[config.mk]
export PLATFORM = sky130hd
export DESIGN_NAME = layer_mem_arbiter
export DESIGN_NICKNAME = d
export VERILOG_FILES = /design/src/rtl/layer_mem_arbiter_pkg.sv /design/src/rtl/layer_mem_arbiter_rr_arb2.sv /design/src/rtl/layer_mem_arbiter.sv
export SDC_FILE = /design/constraint.sdc
export NUM_CORES = 1
export LEC_CHECK = 0
export BUFFER_PORTS_ARGS = -buffer_cell sky130_fd_sc_hd__buf_2
export CORE_MARGIN = 2
export CORE_UTILIZATION = 45
export DETAILED_ROUTE_END_ITERATION = 10
export PLACE_DENSITY = 0.75
export SYNTH_ARGS = -nofsm -noshare
export SYNTH_HDL_FRONTEND = slang
export SYNTH_HIERARCHICAL = 1
export SYNTH_SLANG_ARGS = --single-unit
export TNS_END_PERCENT = 100
[constraint.sdc]
create_clock -name clk -period 4.53 [get_ports clk]
set_input_delay 0.2265 -clock clk [delete_from_list [all_inputs] [get_ports clk]]
set_output_delay 0.2265 -clock clk [all_outputs]
set_load 0.02 [all_outputs]
[src/rtl/layer_mem_arbiter_pkg.sv]
// Shared definitions for the layer-memory arbiter: default widths, layer selects,
// requester IDs and the lock-owner state encoding.
package layer_mem_arbiter_pkg;
  localparam int AW_DEF = 12;
  localparam int DW_DEF = 13;

  localparam logic CSEL_L0 = 1'b0;
  localparam logic CSEL_L1 = 1'b1;

  localparam logic REQ_R0 = 1'b0;
  localparam logic REQ_R1 = 1'b1;

  typedef enum logic [1:0] {
    LK_IDLE = 2'd0,
    LK_OWN0 = 2'd1,
    LK_OWN1 = 2'd2
  } lock_state_e;

  function automatic lock_state_e own_state(input logic id);
    return (id == REQ_R1) ? LK_OWN1 : LK_OWN0;
  endfunction
endpackage

[src/rtl/layer_mem_arbiter_rr_arb2.sv]
// Two-way round-robin arbiter with burst lock. Grant is combinational on the
// requests; lock owner and last winner are the only state.
module rr_arb2
  import layer_mem_arbiter_pkg::*;
(
  input  logic       clk,
  input  logic       reset,
  input  logic [1:0] req_i,
  input  logic [1:0] lock_i,
  output logic [1:0] gnt_o
);
  lock_state_e lk_q, lk_d;
  logic        last_q, last_d;

  always_ff @(posedge clk) begin
    if (reset) begin
      lk_q   <= LK_IDLE;
      last_q <= REQ_R1;
    end else begin
      lk_q   <= lk_d;
      last_q <= last_d;
    end
  end

  // A non-owner winning while the owner is idle leaves the lock untouched.
  always_comb begin
    lk_d   = lk_q;
    last_d = last_q;
    if (|gnt_o) begin
      last_d = gnt_o[1];
      if (lk_q == LK_IDLE || (lk_q == LK_OWN0 && gnt_o[0]) || (lk_q == LK_OWN1 && gnt_o[1]))
        lk_d = lock_i[gnt_o[1]] ? own_state(gnt_o[1]) : LK_IDLE;
    end
  end

  always_comb begin
    gnt_o = 2'b00;
    if (!reset) begin
      if (lk_q == LK_OWN0 && req_i[0])      gnt_o = 2'b01;
      else if (lk_q == LK_OWN1 && req_i[1]) gnt_o = 2'b10;
      else if (req_i == 2'b11)              gnt_o = last_q ? 2'b01 : 2'b10;
      else                                  gnt_o = req_i;
    end
  end
endmodule

[src/rtl/layer_mem_arbiter.sv]
// Shares the single layer-memory port between the conv/ReLU writer (R0) and the
// max-pool reader (R1); read data is routed back to whichever requester issued it.
module layer_mem_arbiter
  import layer_mem_arbiter_pkg::*;
#(
  parameter int AW     = AW_DEF,
  parameter int DW     = DW_DEF,
  parameter int RD_LAT = 1
) (
  input  logic          clk,
  input  logic          reset,
  input  logic          r0_req,
  input  logic          r0_we,
  input  logic          r0_sel,
  input  logic [AW-1:0] r0_addr,
  input  logic [DW-1:0] r0_wdata,
  input  logic          r0_lock,
  output logic          r0_gnt,
  output logic          r0_rvalid,
  output logic [DW-1:0] r0_rdata,
  input  logic          r1_req,
  input  logic          r1_we,
  input  logic          r1_sel,
  input  logic [AW-1:0] r1_addr,
  input  logic [DW-1:0] r1_wdata,
  input  logic          r1_lock,
  output logic          r1_gnt,
  output logic          r1_rvalid,
  output logic [DW-1:0] r1_rdata,
  output logic          cwr,
  output logic          crd,
  output logic [AW-1:0] caddr_wr,
  output logic [AW-1:0] caddr_rd,
  output logic [DW-1:0] cdata_wr,
  output logic          csel,
  input  logic [DW-1:0] cdata_rd
);
  logic [1:0]         req, we, sel, lock, gnt, rvalid;
  logic [1:0][AW-1:0] addr;
  logic [1:0][DW-1:0] wdata, rdata_q;
  logic               win, rd_issue;

  assign req   = {r1_req, r0_req};
  assign we    = {r1_we, r0_we};
  assign sel   = {r1_sel, r0_sel};
  assign lock  = {r1_lock, r0_lock};
  assign addr  = {r1_addr, r0_addr};
  assign wdata = {r1_wdata, r0_wdata};

  rr_arb2 u_arb (
    .clk   (clk),
    .reset (reset),
    .req_i (req),
    .lock_i(lock),
    .gnt_o (gnt)
  );

  assign r0_gnt   = gnt[0];
  assign r1_gnt   = gnt[1];
  assign win      = gnt[1];
  assign rd_issue = (|gnt) & ~we[win];

  logic          cwr_q, crd_q, csel_q;
  logic [AW-1:0] caddr_wr_q, caddr_rd_q;
  logic [DW-1:0] cdata_wr_q;

  always_ff @(posedge clk) begin
    if (reset) begin
      cwr_q      <= 1'b0;
      crd_q      <= 1'b0;
      csel_q     <= CSEL_L0;
      caddr_wr_q <= '0;
      caddr_rd_q <= '0;
      cdata_wr_q <= '0;
    end else begin
      cwr_q <= (|gnt) & we[win];
      crd_q <= rd_issue;
      if (|gnt) begin
        csel_q <= sel[win];
        if (we[win]) begin
          caddr_wr_q <= addr[win];
          cdata_wr_q <= wdata[win];
        end else begin
          caddr_rd_q <= addr[win];
        end
      end
    end
  end

  assign cwr      = cwr_q;
  assign crd      = crd_q;
  assign csel     = csel_q;
  assign caddr_wr = caddr_wr_q;
  assign caddr_rd = caddr_rd_q;
  assign cdata_wr = cdata_wr_q;

  // Tag enters at the grant edge; stage RD_LAT lines up with memory data on cdata_rd.
  logic [RD_LAT:0] vld_pipe, own_pipe;

  always_ff @(posedge clk) begin
    if (reset) begin
      vld_pipe <= '0;
      own_pipe <= '0;
      rdata_q  <= '0;
    end else begin
      vld_pipe <= {vld_pipe[RD_LAT-1:0], rd_issue};
      own_pipe <= {own_pipe[RD_LAT-1:0], win};
      if (rvalid[0]) rdata_q[0] <= cdata_rd;
      if (rvalid[1]) rdata_q[1] <= cdata_rd;
    end
  end

  assign rvalid[0] = vld_pipe[RD_LAT] & ~own_pipe[RD_LAT];
  assign rvalid[1] = vld_pipe[RD_LAT] &  own_pipe[RD_LAT];

  assign r0_rvalid = rvalid[0];
  assign r1_rvalid = rvalid[1];
  assign r0_rdata  = rvalid[0] ? cdata_rd : rdata_q[0];
  assign r1_rdata  = rvalid[1] ? cdata_rd : rdata_q[1];
endmodule
* After elaboration in Yosys (flattened, before gate mapping) *
Index checks and enable logic that the tools add are counted.

storage, ports and cells
  bits in registers = 73
  input port bits = 73
  output and inout bits = 70

operators by class
  $lt $le $gt $ge = 1
  equal/unequal tests = 3
  multiplexer cells = 19
  bitwise gates (word level) = 6
  reductions and logical operators = 11

operator list
  operator                                                     count
  2-to-1 mux 13 bit                                            4
  2-to-1 mux 12 bit                                            2
  2-to-1 mux 2 bit                                             7
  2-to-1 mux 1 bit                                             6
  AND reduction 2 bit                                          3
  bitwise AND 1 bit                                            4
  == test 2 bit (second input constant)                        2
  logical AND 1 bit                                            4
  == test 2 x 1 -> 1 bit (second input constant)               1
  zero test 2 bit                                              1
  logical OR 1 bit                                             2
  less-than comparator 1 x 2 -> 1 bit (second input constant)  1
  NOT 1 bit                                                    2
  OR reduction 2 bit                                           1

* Logic depth before layout (Yosys ltp) *
  word-level depth = 9
  gate-level depth with buffers = 8
  depth with buffers taken out = 6

* By module *
The synthesis kept the hierarchy.

by module, submodules not included
  module             instances  cells each  area each (µm²)  seq. area each (µm²)
  layer_mem_arbiter  1          319         3,389.5          1,381.3
  rr_arb2            1          22          175.2            60.1

* Least setup slack after synthesis *
OpenSTA, ideal clock, no wires.

  kind = reg-to-reg
  start point = register u_arb.lk_q[0]
  end point = register caddr_wr_q[10] (netlist: caddr_wr[10])
  library setup time = 0.138 ns
  arrival time = 1.761 ns
  data required time = 4.392 ns
  setup slack = 2.631 ns
  cell stages (with the launch flop) = 8
  path buffers = 3
  cell sequence = dfxtp_1 -> o21bai_1 -> nand2_1 -> a21oi_1 -> buf_2 -> buf_2 -> clkbuf_1 -> a211oi_1

between the ends
  cells in the longest elaborated chain, start to end = 8
  elaborated cells between the ends (all ways) = 13

ends and longest elaborated chain
  element                                              RTL line                         text
  start: declaration                                   layer_mem_arbiter_rr_arb2.sv:12  lock_state_e lk_q, lk_d;
  start signal: assignment                             layer_mem_arbiter_rr_arb2.sv:20  lk_q <= lk_d;
  == test 2 bit                                        layer_mem_arbiter_rr_arb2.sv:40  else if (lk_q == LK_OWN1 && req_i[1]) gnt_o = 2'b10;
  logical AND 1 bit                                    layer_mem_arbiter_rr_arb2.sv:40
  2-to-1 mux 2 bit                                     layer_mem_arbiter_rr_arb2.sv:40
  2-to-1 mux 2 bit (*)                                 layer_mem_arbiter_rr_arb2.sv:39  if (lk_q == LK_OWN0 && req_i[0]) gnt_o = 2'b01;
  2-to-1 mux 2 bit (*)                                 layer_mem_arbiter_rr_arb2.sv:38  if (!reset) begin
  net r1_gnt                                           layer_mem_arbiter.sv:27          output logic r1_gnt,
  2-to-1 mux 1 bit (implied by the code) (2 in a row)  layer_mem_arbiter.sv:80          if (we[win]) begin
  AND reduction 2 bit (no line)                        --
  end signal: assignment                               layer_mem_arbiter.sv:81          caddr_wr_q <= addr[win];
  end: declaration                                     layer_mem_arbiter.sv:64          logic [AW-1:0] caddr_wr_q, caddr_rd_q;

Mark *: on every way through the listed nets, which the timed path passes. The rest lies on a longest branch. The select of a mux whose other input is x is not followed.
A chain may end at the register's enable or synchronous reset.

* Worst setup path in the final report *
  start point = register u_arb.lk_q[0]
  end point = register caddr_wr_q[5] (netlist: caddr_wr[5])

between the ends
  cells in the longest elaborated chain, start to end = 8
  elaborated cells between the ends (all ways) = 13

ends and longest elaborated chain
  element                                              RTL line
  == test 2 bit                                        layer_mem_arbiter_rr_arb2.sv:40
  logical AND 1 bit                                    layer_mem_arbiter_rr_arb2.sv:40
  2-to-1 mux 2 bit                                     layer_mem_arbiter_rr_arb2.sv:40
  2-to-1 mux 2 bit (*)                                 layer_mem_arbiter_rr_arb2.sv:39
  2-to-1 mux 2 bit (*)                                 layer_mem_arbiter_rr_arb2.sv:38
  2-to-1 mux 1 bit (implied by the code) (2 in a row)  layer_mem_arbiter.sv:80
  AND reduction 2 bit (no line)                        --

Every way passes the cells marked *; elsewhere a longest branch is shown, timed or not. The select of a mux whose other input is x is not followed.

==> qor.yml <==
drt-pass1-iter-count: 4
ant_nets: 0
r2r_end: "caddr_wr[5]"
gp_congestion: 0.7359
cts_tree: "done"
grtUsageTotal: 0.2016
cp_max_fo: 26
yosys_warnings: 6
die_area_mm2: 0.008649
grt_pass1_vias: 3058
drc_errors: 0
clk_path_buf_depth: 2
clk_pin_slew_worst_paths_ns: 0.09
hold_depth: 3
ir_drop_mv: 0.1543
postSynthAreaPerCell_um2: 10.45
port_buffers: 142
ys_top_cells_by_area: "dfxtp_1 (40%), mux2i_1 (11%), a211oi_1 (11%)"
syn_inst: 341
drive_above_1_share: 0.4328
yosysTopAreaCellShare: 0.4044
row_count: 32
tightest_slew_ns: 1.145
worstSkewPairLatency_ns: 0.35
yosysSeqAreaShare: 0.4044
hp-class: "input pin to flip-flop"
cts-htree-levels: 3
crit_path_end: "caddr_wr[5]"
synth_nets: 414
grt_max_degree: 71
setup_viol: 0
fin_crit_ns: 2.599
yosys.area.top_type: "dfxtp_1"
reg2reg_slack_ns: 1.93
reg2regPathDepth: 6
maxSlewViolCount: 0
start_util: 0.4637
fin_skew_ns: 0.01076
fmax_ghz: 0.3847
hold_viol: 0
ctsResizeCount: 0
cts_buffers: 9
syn-cell-area_mm2: 0.003565
grt_pass1_wl_mm: 14.12
max_cap_violations: 0
power.leakage_nw: 2.280
final_cells: 571
vias: 3028
worstSetupStartpointType: "flip-flop"
dp_cells: 555
wl_mm: 8.755
critPathLaunch: "u_arb/lk_q[0]"
fin_util: 0.5825
area_delta_synth_final_pct: 25.62
ys_types: 28
outcome: "completed"
holdWs_ns: 0.1110
slew_headroom: 0.2366
p_total_mw: 1.538
hpwl_mm: 6.032
initialDrtViolationCount: 84
min-delay-start: "r1_sel"
postCtsSetupBuffers: 0
synth_edf_count: 0
rsz0062_at_grt: "false"
arrival_ns: 2.79
power-per-cell-area_mw_per_mm2: 343.4
synth_seq_cells: 72
avgViaCountPerCell: 5.303
antenna_found_initial: 0
endpoint_kind: "flip-flop"
critPathKind: "flip-flop to flip-flop"
synth_flop_cell: "dfxtp_1"
coreArea_mm2: 0.007687
ctsHoldBuffers: 0
finalCritPeriodShare: 0.5738
tns_ns: 0
die_x_um: 93
grt-ovfl-total: 0
required_ns: 4.72
wl_per_cell_um: 15.33
async_reset_ff_frac: 0
clock-sinks: 72
die_y_um: 93
synth_most_common_cell: "dfxtp_1"
rr_startpoint: "u_arb/lk_q[0]"
cts_root_buf: "clkbuf_8"
ios: 143
finalNetCount: 537
synth_common_cells: "dfxtp_1 (72), a211oi_1 (50), mux2i_1 (38), nor2b_1 (29), and3_1 (26)"
antenna_cells: 0
==> sequential cells by signal, indices dropped and copies added, names as in the netlist <==
register	count
rdata_q	26
cdata_wr	13
caddr_rd	12
caddr_wr	12
own_pipe	2
u_arb/lk_q	2
vld_pipe	2
csel	1
cwr	1
u_arb/last_q	1
==> final cells by class <==
type	instances	area (µm²)
clock inverters	7	103.9
multi-input cells	232	1933
clock buffers	9	123.9
well taps	102	127.6
repair buffers	145	733.2
fillers	695	3209
inverters	4	15.01
flip-flops and latches	72	1441
==> critical path, stage by stage, from the launching register on <==
cell and delay, ns:
dfxtp_1 0.43, o21bai_1 0.13, nand3_1 0.11, and3_1 0.50, nand2_1 0.70, a211oi_1 0.48
a211oi_1 0.09
==> cells by family (layout without fill, tap and decap cells) <==
family	after synthesis	after routing	synth area share
compound gates	82	82	0.1629
buf+inv	37	165	0.05651
flops	72	72	0.4044
mux	78	78	0.2499
simple gates	72	72	0.1264
==> metal layers <==
| metal | GRT usage | routed length [µm] |
|---|---|---|
| met2 | 0.3394 | 4146 |
| met1 | 0.2551 | 4015 |
| met4 | 0.07475 | 105 |
| met3 | 0.04110 | 488 |
| met5 | 0 | 0 |
==> report_power, final <==
part / internal (mW) / switching (mW) / leakage, nW
Clock: 0.317 / 0.259 / 0.114
Sequential: 0.666 / 0.0261 / 0.588
Combinational: 0.119 / 0.150 / 1.58
Total: 1.10 / 0.436 / 2.28
==> per-stage QoR <==
stage,setup WS [ns],instance area (µm²)
3_5_place_dp,1.943,4250
5_1_grt,1.641,4478
6_report,1.931,4478
3_3_place_gp,2.093,4250
2_1_floorplan,2.631,3565
4_1_cts,1.905,4478
==> how the worst min path moves through the flow <==
stage                    end  slack [ns]
3_5_place_dp     own_pipe[1]        0.45
6_report                csel        0.11
2_1_floorplan  u_arb/lk_q[1]        0.30
4_1_cts                 csel        0.10
5_1_grt                 csel        0.12
3_3_place_gp     own_pipe[1]        0.42
==> cells in the final DEF, fill, tap and decap left out, drive strengths merged, types with 2 or more instances in the layout <==
cell type and n:
a211oi 50, a21oi 14, and3 26, buf 145
bufinv 2, clkbuf 9, clkinv 3, dfxtp 72
inv 6, mux2 40, mux2i 38, nand2 6
nand2b 3, nor2 4, nor2b 29, nor3b 2
o21a 13
(Power assumes the default switching activity.)
